==> src/rtl/shift_unit_pkg.sv <==
// Shared op codes and FSM state encodings for the shared shift unit.
package shift_unit_pkg;

    localparam logic [1:0] OP_SLL = 2'b00;
    localparam logic [1:0] OP_SRL = 2'b01;
    localparam logic [1:0] OP_SRA = 2'b10;
    localparam logic [1:0] OP_ILL = 2'b11;

    localparam logic [1:0] ST_IDLE = 2'd0;
    localparam logic [1:0] ST_EXEC = 2'd1;
    localparam logic [1:0] ST_HOLD = 2'd2;

    function automatic logic op_is_ill(input logic [1:0] op);
        return op == OP_ILL;
    endfunction

endpackage

==> src/rtl/shift_unit_arbiter_rr_arbiter.sv <==
// Round-robin arbiter: one-hot grant while enabled; priority rotates past each winner.
module rr_arbiter #(
    parameter int NUM_REQ = 2
) (
    input  logic                       clk,
    input  logic                       rst,
    input  logic [NUM_REQ-1:0]         req_i,
    input  logic                       en_i,
    output logic [NUM_REQ-1:0]         grant_o,
    output logic [$clog2(NUM_REQ)-1:0] idx_o
);
    localparam int IW = $clog2(NUM_REQ);

    logic [IW-1:0] ptr_q;
    logic [IW-1:0] ptr_d;
    logic [IW-1:0] cand;
    logic          found;

    always_comb begin
        grant_o = '0;
        idx_o   = '0;
        found   = 1'b0;
        cand    = '0;
        for (int k = 0; k < NUM_REQ; k++) begin
            cand = IW'((int'(ptr_q) + k) % NUM_REQ);
            if (en_i && !found && req_i[cand]) begin
                found         = 1'b1;
                grant_o[cand] = 1'b1;
                idx_o         = cand;
            end
        end
    end

    // A grant is always a handshake (req high by construction), so rotate on it.
    assign ptr_d = (idx_o == IW'(NUM_REQ - 1)) ? '0 : idx_o + 1'b1;

    always_ff @(posedge clk or posedge rst) begin
        if (rst) begin
            ptr_q <= '0;
        end else if (found) begin
            ptr_q <= ptr_d;
        end
    end

endmodule

==> src/rtl/shift_unit_arbiter_shifters.sv <==
// Shift primitives; any shift amount at or beyond WIDTH saturates to zero or sign fill.
module sll_32 #(
    parameter int WIDTH = 32
) (
    input  logic [WIDTH-1:0] a_i,
    input  logic [WIDTH-1:0] b_i,
    output logic [WIDTH-1:0] y_o
);
    localparam int SW = $clog2(WIDTH);
    assign y_o = (b_i >= WIDTH'(WIDTH)) ? '0 : (a_i << b_i[SW-1:0]);
endmodule

module srl_32 #(
    parameter int WIDTH = 32
) (
    input  logic [WIDTH-1:0] a_i,
    input  logic [WIDTH-1:0] b_i,
    output logic [WIDTH-1:0] y_o
);
    localparam int SW = $clog2(WIDTH);
    assign y_o = (b_i >= WIDTH'(WIDTH)) ? '0 : (a_i >> b_i[SW-1:0]);
endmodule

module sra_32 #(
    parameter int WIDTH = 32
) (
    input  logic [WIDTH-1:0] a_i,
    input  logic [WIDTH-1:0] b_i,
    output logic [WIDTH-1:0] y_o
);
    localparam int SW = $clog2(WIDTH);
    logic signed [WIDTH-1:0] a_s;
    assign a_s = a_i;
    assign y_o = (b_i >= WIDTH'(WIDTH)) ? {WIDTH{a_i[WIDTH-1]}}
                                        : $unsigned(a_s >>> b_i[SW-1:0]);
endmodule

==> src/rtl/shift_unit_arbiter.sv <==
// One shared SLL/SRL/SRA datapath, round-robin shared between NUM_REQ requesters,
// one op in flight: IDLE -> EXEC -> HOLD until the owner accepts the result.
module shift_unit_arbiter
    import shift_unit_pkg::*;
#(
    parameter int NUM_REQ = 2,
    parameter int WIDTH   = 32
) (
    input  logic                     clk,
    input  logic                     rst,
    input  logic [NUM_REQ-1:0]       req_valid,
    output logic [NUM_REQ-1:0]       req_ready,
    input  logic [2*NUM_REQ-1:0]     req_op,
    input  logic [WIDTH*NUM_REQ-1:0] req_a,
    input  logic [WIDTH*NUM_REQ-1:0] req_b,
    output logic [NUM_REQ-1:0]       rsp_valid,
    input  logic [NUM_REQ-1:0]       rsp_ready,
    output logic [WIDTH-1:0]         rsp_data,
    output logic                     rsp_err,
    output logic                     busy
);
    localparam int OW = $clog2(NUM_REQ);

    logic [1:0]         state_q, state_d;
    logic [OW-1:0]      owner_q, owner_d;
    logic [NUM_REQ-1:0] rsp_valid_q, rsp_valid_d;
    logic [WIDTH-1:0]   rsp_data_q, rsp_data_d;
    logic               rsp_err_q, rsp_err_d;
    logic [1:0]         op_q;
    logic [WIDTH-1:0]   a_q, b_q;

    logic               accept;
    logic               arb_en;
    logic [NUM_REQ-1:0] grant;
    logic [OW-1:0]      gnt_idx;
    logic               capture;
    logic [WIDTH-1:0]   sll_y, srl_y, sra_y, shift_res;

    assign accept  = (state_q == ST_HOLD) && rsp_ready[owner_q];
    assign arb_en  = (state_q == ST_IDLE) || accept;
    assign capture = |grant;

    rr_arbiter #(.NUM_REQ(NUM_REQ)) u_arb (
        .clk     (clk),
        .rst     (rst),
        .req_i   (req_valid),
        .en_i    (arb_en),
        .grant_o (grant),
        .idx_o   (gnt_idx)
    );

    assign req_ready = grant;

    sll_32 #(.WIDTH(WIDTH)) u_sll (.a_i(a_q), .b_i(b_q), .y_o(sll_y));
    srl_32 #(.WIDTH(WIDTH)) u_srl (.a_i(a_q), .b_i(b_q), .y_o(srl_y));
    sra_32 #(.WIDTH(WIDTH)) u_sra (.a_i(a_q), .b_i(b_q), .y_o(sra_y));

    always_comb begin
        case (op_q)
            OP_SLL:  shift_res = sll_y;
            OP_SRL:  shift_res = srl_y;
            OP_SRA:  shift_res = sra_y;
            default: shift_res = '0;
        endcase
    end

    always_comb begin
        state_d     = state_q;
        owner_d     = owner_q;
        rsp_valid_d = rsp_valid_q;
        rsp_data_d  = rsp_data_q;
        rsp_err_d   = rsp_err_q;
        case (state_q)
            ST_IDLE: begin
                if (capture) begin
                    state_d = ST_EXEC;
                    owner_d = gnt_idx;
                end
            end
            ST_EXEC: begin
                state_d     = ST_HOLD;
                rsp_data_d  = shift_res;
                rsp_err_d   = op_is_ill(op_q);
                rsp_valid_d = NUM_REQ'(1) << owner_q;
            end
            ST_HOLD: begin
                if (accept) begin
                    rsp_valid_d = '0;
                    if (capture) begin
                        state_d = ST_EXEC;
                        owner_d = gnt_idx;
                    end else begin
                        state_d = ST_IDLE;
                    end
                end
            end
            default: state_d = ST_IDLE;
        endcase
    end

    always_ff @(posedge clk or posedge rst) begin
        if (rst) begin
            state_q     <= ST_IDLE;
            owner_q     <= '0;
            rsp_valid_q <= '0;
            rsp_data_q  <= '0;
            rsp_err_q   <= 1'b0;
        end else begin
            state_q     <= state_d;
            owner_q     <= owner_d;
            rsp_valid_q <= rsp_valid_d;
            rsp_data_q  <= rsp_data_d;
            rsp_err_q   <= rsp_err_d;
        end
    end

    // Operands are pure data: loaded on grant, only read in EXEC, so no reset needed.
    always_ff @(posedge clk) begin
        if (capture) begin
            op_q <= req_op[gnt_idx*2 +: 2];
            a_q  <= req_a[gnt_idx*WIDTH +: WIDTH];
            b_q  <= req_b[gnt_idx*WIDTH +: WIDTH];
        end
    end

    assign rsp_valid = rsp_valid_q;
    assign rsp_data  = rsp_data_q;
    assign rsp_err   = rsp_err_q;
    assign busy      = (state_q != ST_IDLE);

endmodule

==> config.mk <==
export PLATFORM = sky130hd
export DESIGN_NAME = shift_unit_arbiter
export DESIGN_NICKNAME = d
export VERILOG_FILES = /design/src/rtl/shift_unit_pkg.sv /design/src/rtl/shift_unit_arbiter_rr_arbiter.sv /design/src/rtl/shift_unit_arbiter_shifters.sv /design/src/rtl/shift_unit_arbiter.sv
export SDC_FILE = /design/constraint.sdc
export NUM_CORES = 1
export LEC_CHECK = 0
export ABC_AREA = 1
export ABC_CLOCK_PERIOD_IN_PS = 3320
export CELL_PAD_IN_SITES_DETAIL_PLACEMENT = 0
export CELL_PAD_IN_SITES_GLOBAL_PLACEMENT = 1
export CORE_ASPECT_RATIO = 0.9
export CORE_MARGIN = 1
export CORE_UTILIZATION = 38
export DETAILED_ROUTE_END_ITERATION = 12
export PLACE_DENSITY = 0.79
export RECOVER_POWER = 100
export SLEW_MARGIN = 20
export SYNTH_ARGS = -nofsm -noshare
export SYNTH_HDL_FRONTEND = slang
export SYNTH_HIERARCHICAL = 1
export SYNTH_SLANG_ARGS = --single-unit
==> constraint.sdc <==
create_clock -name clk -period 3.32 [get_ports clk]
set_clock_uncertainty 0.2 [all_clocks]
set_input_delay 0.664 -clock clk [delete_from_list [all_inputs] [get_ports clk]]
set_output_delay 0.664 -clock clk [all_outputs]
set_load 0.03 [all_outputs]
==> qor.yml <==
critical_path_buf_inv_count: 1
dpl.hpwl_mm: 32.0
pleak_uw: 0.00607
die-width_um: 180
p_sw_uw: 6260
drive_above_1_share_pct: 6.27
synthesis.instances: 1741
synth.net_count: 1879
grt_util_all_layers_pct: 29.5
fraction_of_the_mapped_netlist_area_in_compound_gates_pct: 1.14
number_of_i_o_port_buffers: 175
power.density_cell_area_nw_per_um2: 863
via_per_inst: 5.66
startpoint_type: "register"
wire_per_inst_um: 19.6
crit_path_top_delay_cell: "sky130_fd_sc_hd__nor2_4"
placement.setup.worst_slack_ns: 0.0419
list_of_most_frequent_post_synthesis_cells: "sky130_fd_sc_hd__nand2_1 (681), sky130_fd_sc_hd__nand3_1 (582), sky130_fd_sc_hd__inv_1 (70), sky130_fd_sc_hd__edfxtp_1 (66), sky130_fd_sc_hd__nor2_1 (54)"
drt.antenna.violating_nets: 0
r2r-start: "b_q[21]$_DFFE_PP_"
finalNetCount: 1983
fp.dieArea_um2: 29200
drt_pass1_iterations: 6
clkPwrFrac_pct: 10.6
place_area_um2: 12700
cts-htree-levels: 3
holdCritStartpoint: "rsp_data[13]$_DFFE_PP0P_"
area_delta_synth_final_pct: 18.9
final_design_area_no_fill_um2: 12900
floorplan.initialDensity_pct: 38.7
final_period_minus_worst_setup_slack_ns: 3.00
die-height_um: 162
netlist.area_leader.share_pct: 26.8
switching_share_pct: 56.2
clkSinkCount: 105
combPwrFrac_pct: 64.8
tritoncts: "done"
first_global_vias: 11500
hold-path-endpoint: "rsp_data[13]$_DFFE_PP0P_"
highest_fanout_seen_on_the_critical_path: 22
synth.cell_area_um2: 10900
hold_class: "register to register"
worst_setup_hold_path_clk_slew_ns: 0.08
internal-power_uw: 4870
core_um2: 28000
drt-total-wl_mm: 43.3
worstHoldPathCells: 2
root_buffer: "sky130_fd_sc_hd__clkbuf_16"
initial_antenna_violation_count: 0
post-synth-top-count-cell: "sky130_fd_sc_hd__nand2_1"
pin_count: 176
hold_viol: 0
synth_area_leaders: "sky130_fd_sc_hd__nand3_1 (27%), sky130_fd_sc_hd__nand2_1 (24%), sky130_fd_sc_hd__edfxtp_1 (18%), sky130_fd_sc_hd__dfrtp_1 (9.0%), sky130_fd_sc_hd__mux2_4 (4.0%)"
path_cells: "nor2_1 -> and2_1 -> nand2_1 -> nor2_2 -> nand2_1 -> nor2_4 -> clkbuf_1 -> nand2_1 -> nand2_1 -> nand3_1 -> nand3_1 -> nand2_1 -> nand2_1"
drt-initial-drc-count: 1774
max_slew_headroom_pct: 30.4
max-cap-violations: 0
highest_attainable_clock_frequency_ghz: 0.333
critical-path-top-delay-family: "simple AND/OR/NAND/NOR gates"
r2r-end: "rsp_data[26]$_DFFE_PP0P_"
grt-ovfl-total: 0
final.setup.worst_slack_ns: 0.317
synth_cell_types: 28
grt_setup_unrepaired: "false"
r2r_setup_slack_ns: 0.32
ir_drop_mv: 0.383
final.period_utilization_pct: 90.5
final_core_utilization_pct: 46.1
timing.final.max_slew_violations: 0
outcome: "completed"
final.fill_count: 3014
end_kind: "register"
cts_buffer_depth: 2
report.final.setup_viol: 0
synth_seq_cells: 105
weighted_congestion_reported_at_the_end_of_routability_driven_placement: 0.947
tightest_slew_ns: 1.04
drcViolationCount: 0
first_pass_grt_wire_length_mm: 66.4
async_flop_share_pct: 37.1
timing.critical_path.slowest_cell_delay_ns: 0.59
reg2reg_depth: 13
postSynth.topFlopCell: "sky130_fd_sc_hd__edfxtp_1"
synth.mux.area_fraction_pct: 7.85
critical_path.most_common_cell: "sky130_fd_sc_hd__nand2_1"
synthDominantAreaCellType: "sky130_fd_sc_hd__nand3_1"
numCtsBuffers: 9
number_of_flops_mapped_to_enable_cells_by_yosys: 66
seqPwrFrac_pct: 24.6
arrival_ns: 3.11
path_class: "register to register"
sequential_fraction_of_the_synthesis_area_pct: 27.3
floorplan.rows: 58
largest_family_of_logic_cells_by_synthesized_area: "simple AND/OR/NAND/NOR gates"
post_synth_fa_ha_maj_area_fraction_pct: 0
syn_area_per_cell_um2: 6.23
largest_net_degree_at_the_start_of_global_routing: 67
synth_xor_xnor_area_share_pct: 0
postCtsHoldBufs: 0
ys_warn_count: 6
dr_total_vias: 12500
diodes: 0
yosys.area_share.simple_pct: 54.7
setup-tns-final_ns: 0
clk-insertion-delay-late_ns: 0.37
crit_required_ns: 3.42
==> cell usage in the layout, fill, tap and decap left out, types with 2 or more instances in the layout <==
master,n
sky130_fd_sc_hd__buf_12,5
sky130_fd_sc_hd__clkbuf_16,9
sky130_fd_sc_hd__clkdlybuf4s50_1,135
sky130_fd_sc_hd__nand2_1,682
sky130_fd_sc_hd__and2_1,5
sky130_fd_sc_hd__mux2_2,37
sky130_fd_sc_hd__nand3_1,582
sky130_fd_sc_hd__inv_1,70
sky130_fd_sc_hd__dfrtp_1,39
sky130_fd_sc_hd__edfxtp_1,66
sky130_fd_sc_hd__nor2_4,6
sky130_fd_sc_hd__mux2_1,24
sky130_fd_sc_hd__buf_4,24
sky130_fd_sc_hd__nor3_1,10
sky130_fd_sc_hd__nor2_1,54
sky130_fd_sc_hd__inv_8,2
sky130_fd_sc_hd__mux2_4,5
sky130_fd_sc_hd__nand4_1,3
sky130_fd_sc_hd__nor2_2,4
sky130_fd_sc_hd__a21oi_1,19
sky130_fd_sc_hd__dlygate4sd3_1,38
sky130_fd_sc_hd__clkbuf_4,3
sky130_fd_sc_hd__clkbuf_1,5
sky130_fd_sc_hd__inv_2,6
sky130_fd_sc_hd__nand2_2,3
==> per-stage QoR <==
stage / hold slack, ns / power (uW) / instances
2_1_floorplan: 0.193 / 7690 / 1741
3_3_place_gp: 0.269 / 9880 / 2194
3_5_place_dp: 0.269 / 9910 / 2194
4_1_cts: 0.268 / 11100 / 2210
5_1_grt: 0.302 / 12000 / 2210
6_report: 0.283 / 11100 / 2210
==> layer usage <==
metal	up-vias	track usage [%]	wire length (um)
met2	625	46.0	19000
met4	0	8.43	993
li1	6032	-	-
met3	56	4.58	3920
met5	-	0	0
met1	5790	42.2	19400
==> layout make-up <==
cell class / count / area (um^2) / share of cell area, %
Clock buffer: 10 / 229 / 1.77
Clock inverter: 6 / 86.3 / 0.669
Inverter: 78 / 297 / 2.30
Multi-Input combinational cell: 1441 / 6830 / 52.9
Sequential cell: 105 / 2960 / 22.9
Tap cell: 360 / 450 / 3.49
Timing Repair Buffer: 210 / 2050 / 15.9
==> cell families (layout without fill, tap and decap cells) <==
kind of cell	Yosys count	after routing
mux	66	66
flops	105	105
simple gates	1353	1353
compound gates	22	22
buf+inv	195	304
==> power by group through the flow <==
| stage | combinational, uW | clock [uW] | sequential, uW |
|---|---|---|---|
| after floorplan | 5130 | 0 | 2560 |
| final | 7220 | 1180 | 2740 |
| after CTS | 7200 | 1200 | 2710 |
| after detailed placement | 7170 | 0 | 2740 |
| after global routing | 7930 | 1240 | 2790 |
| after global placement | 7130 | 0 | 2750 |
==> repair_timing <==
item                       in CTS  in global routing
setup buffers                   0                  0
setup endpoints to repair       0                  2
resized for setup               0                  2
==> state kept, by name, indices dropped and copies added (netlist names), named ones only <==
| name | count |
|---|---|
| a_q | 32 |
| b_q | 32 |
| rsp_data | 32 |
| op_q | 2 |
| rsp_valid | 2 |
| state_q | 2 |
| owner_q | 1 |
| rsp_err | 1 |
==> worst register-to-register path: cells and delay by family, from the launching register on <==
family	cells	cell delay (ns)
and+or+nand+nor	12	1.98
DFF	1	0.43
buffers and inverters	1	0.34
==> how the worst max path moves through the flow <==
stage	slack [ns]	to	cells past startpoint	startpoint
after floorplan	0.28	a_q[0]$_DFFE_PP_	8	rsp_ready[1]
after global placement	0.07	req_ready[1]	8	rsp_ready[1]
after detailed placement	0.04	req_ready[1]	8	rsp_ready[1]
after CTS	0.02	req_ready[1]	8	rsp_ready[1]
after global routing	0.15	rsp_data[26]$_DFFE_PP0P_	13	b_q[21]$_DFFE_PP_
final	0.32	rsp_data[26]$_DFFE_PP0P_	13	b_q[21]$_DFFE_PP_
(Power assumes the default switching activity.)
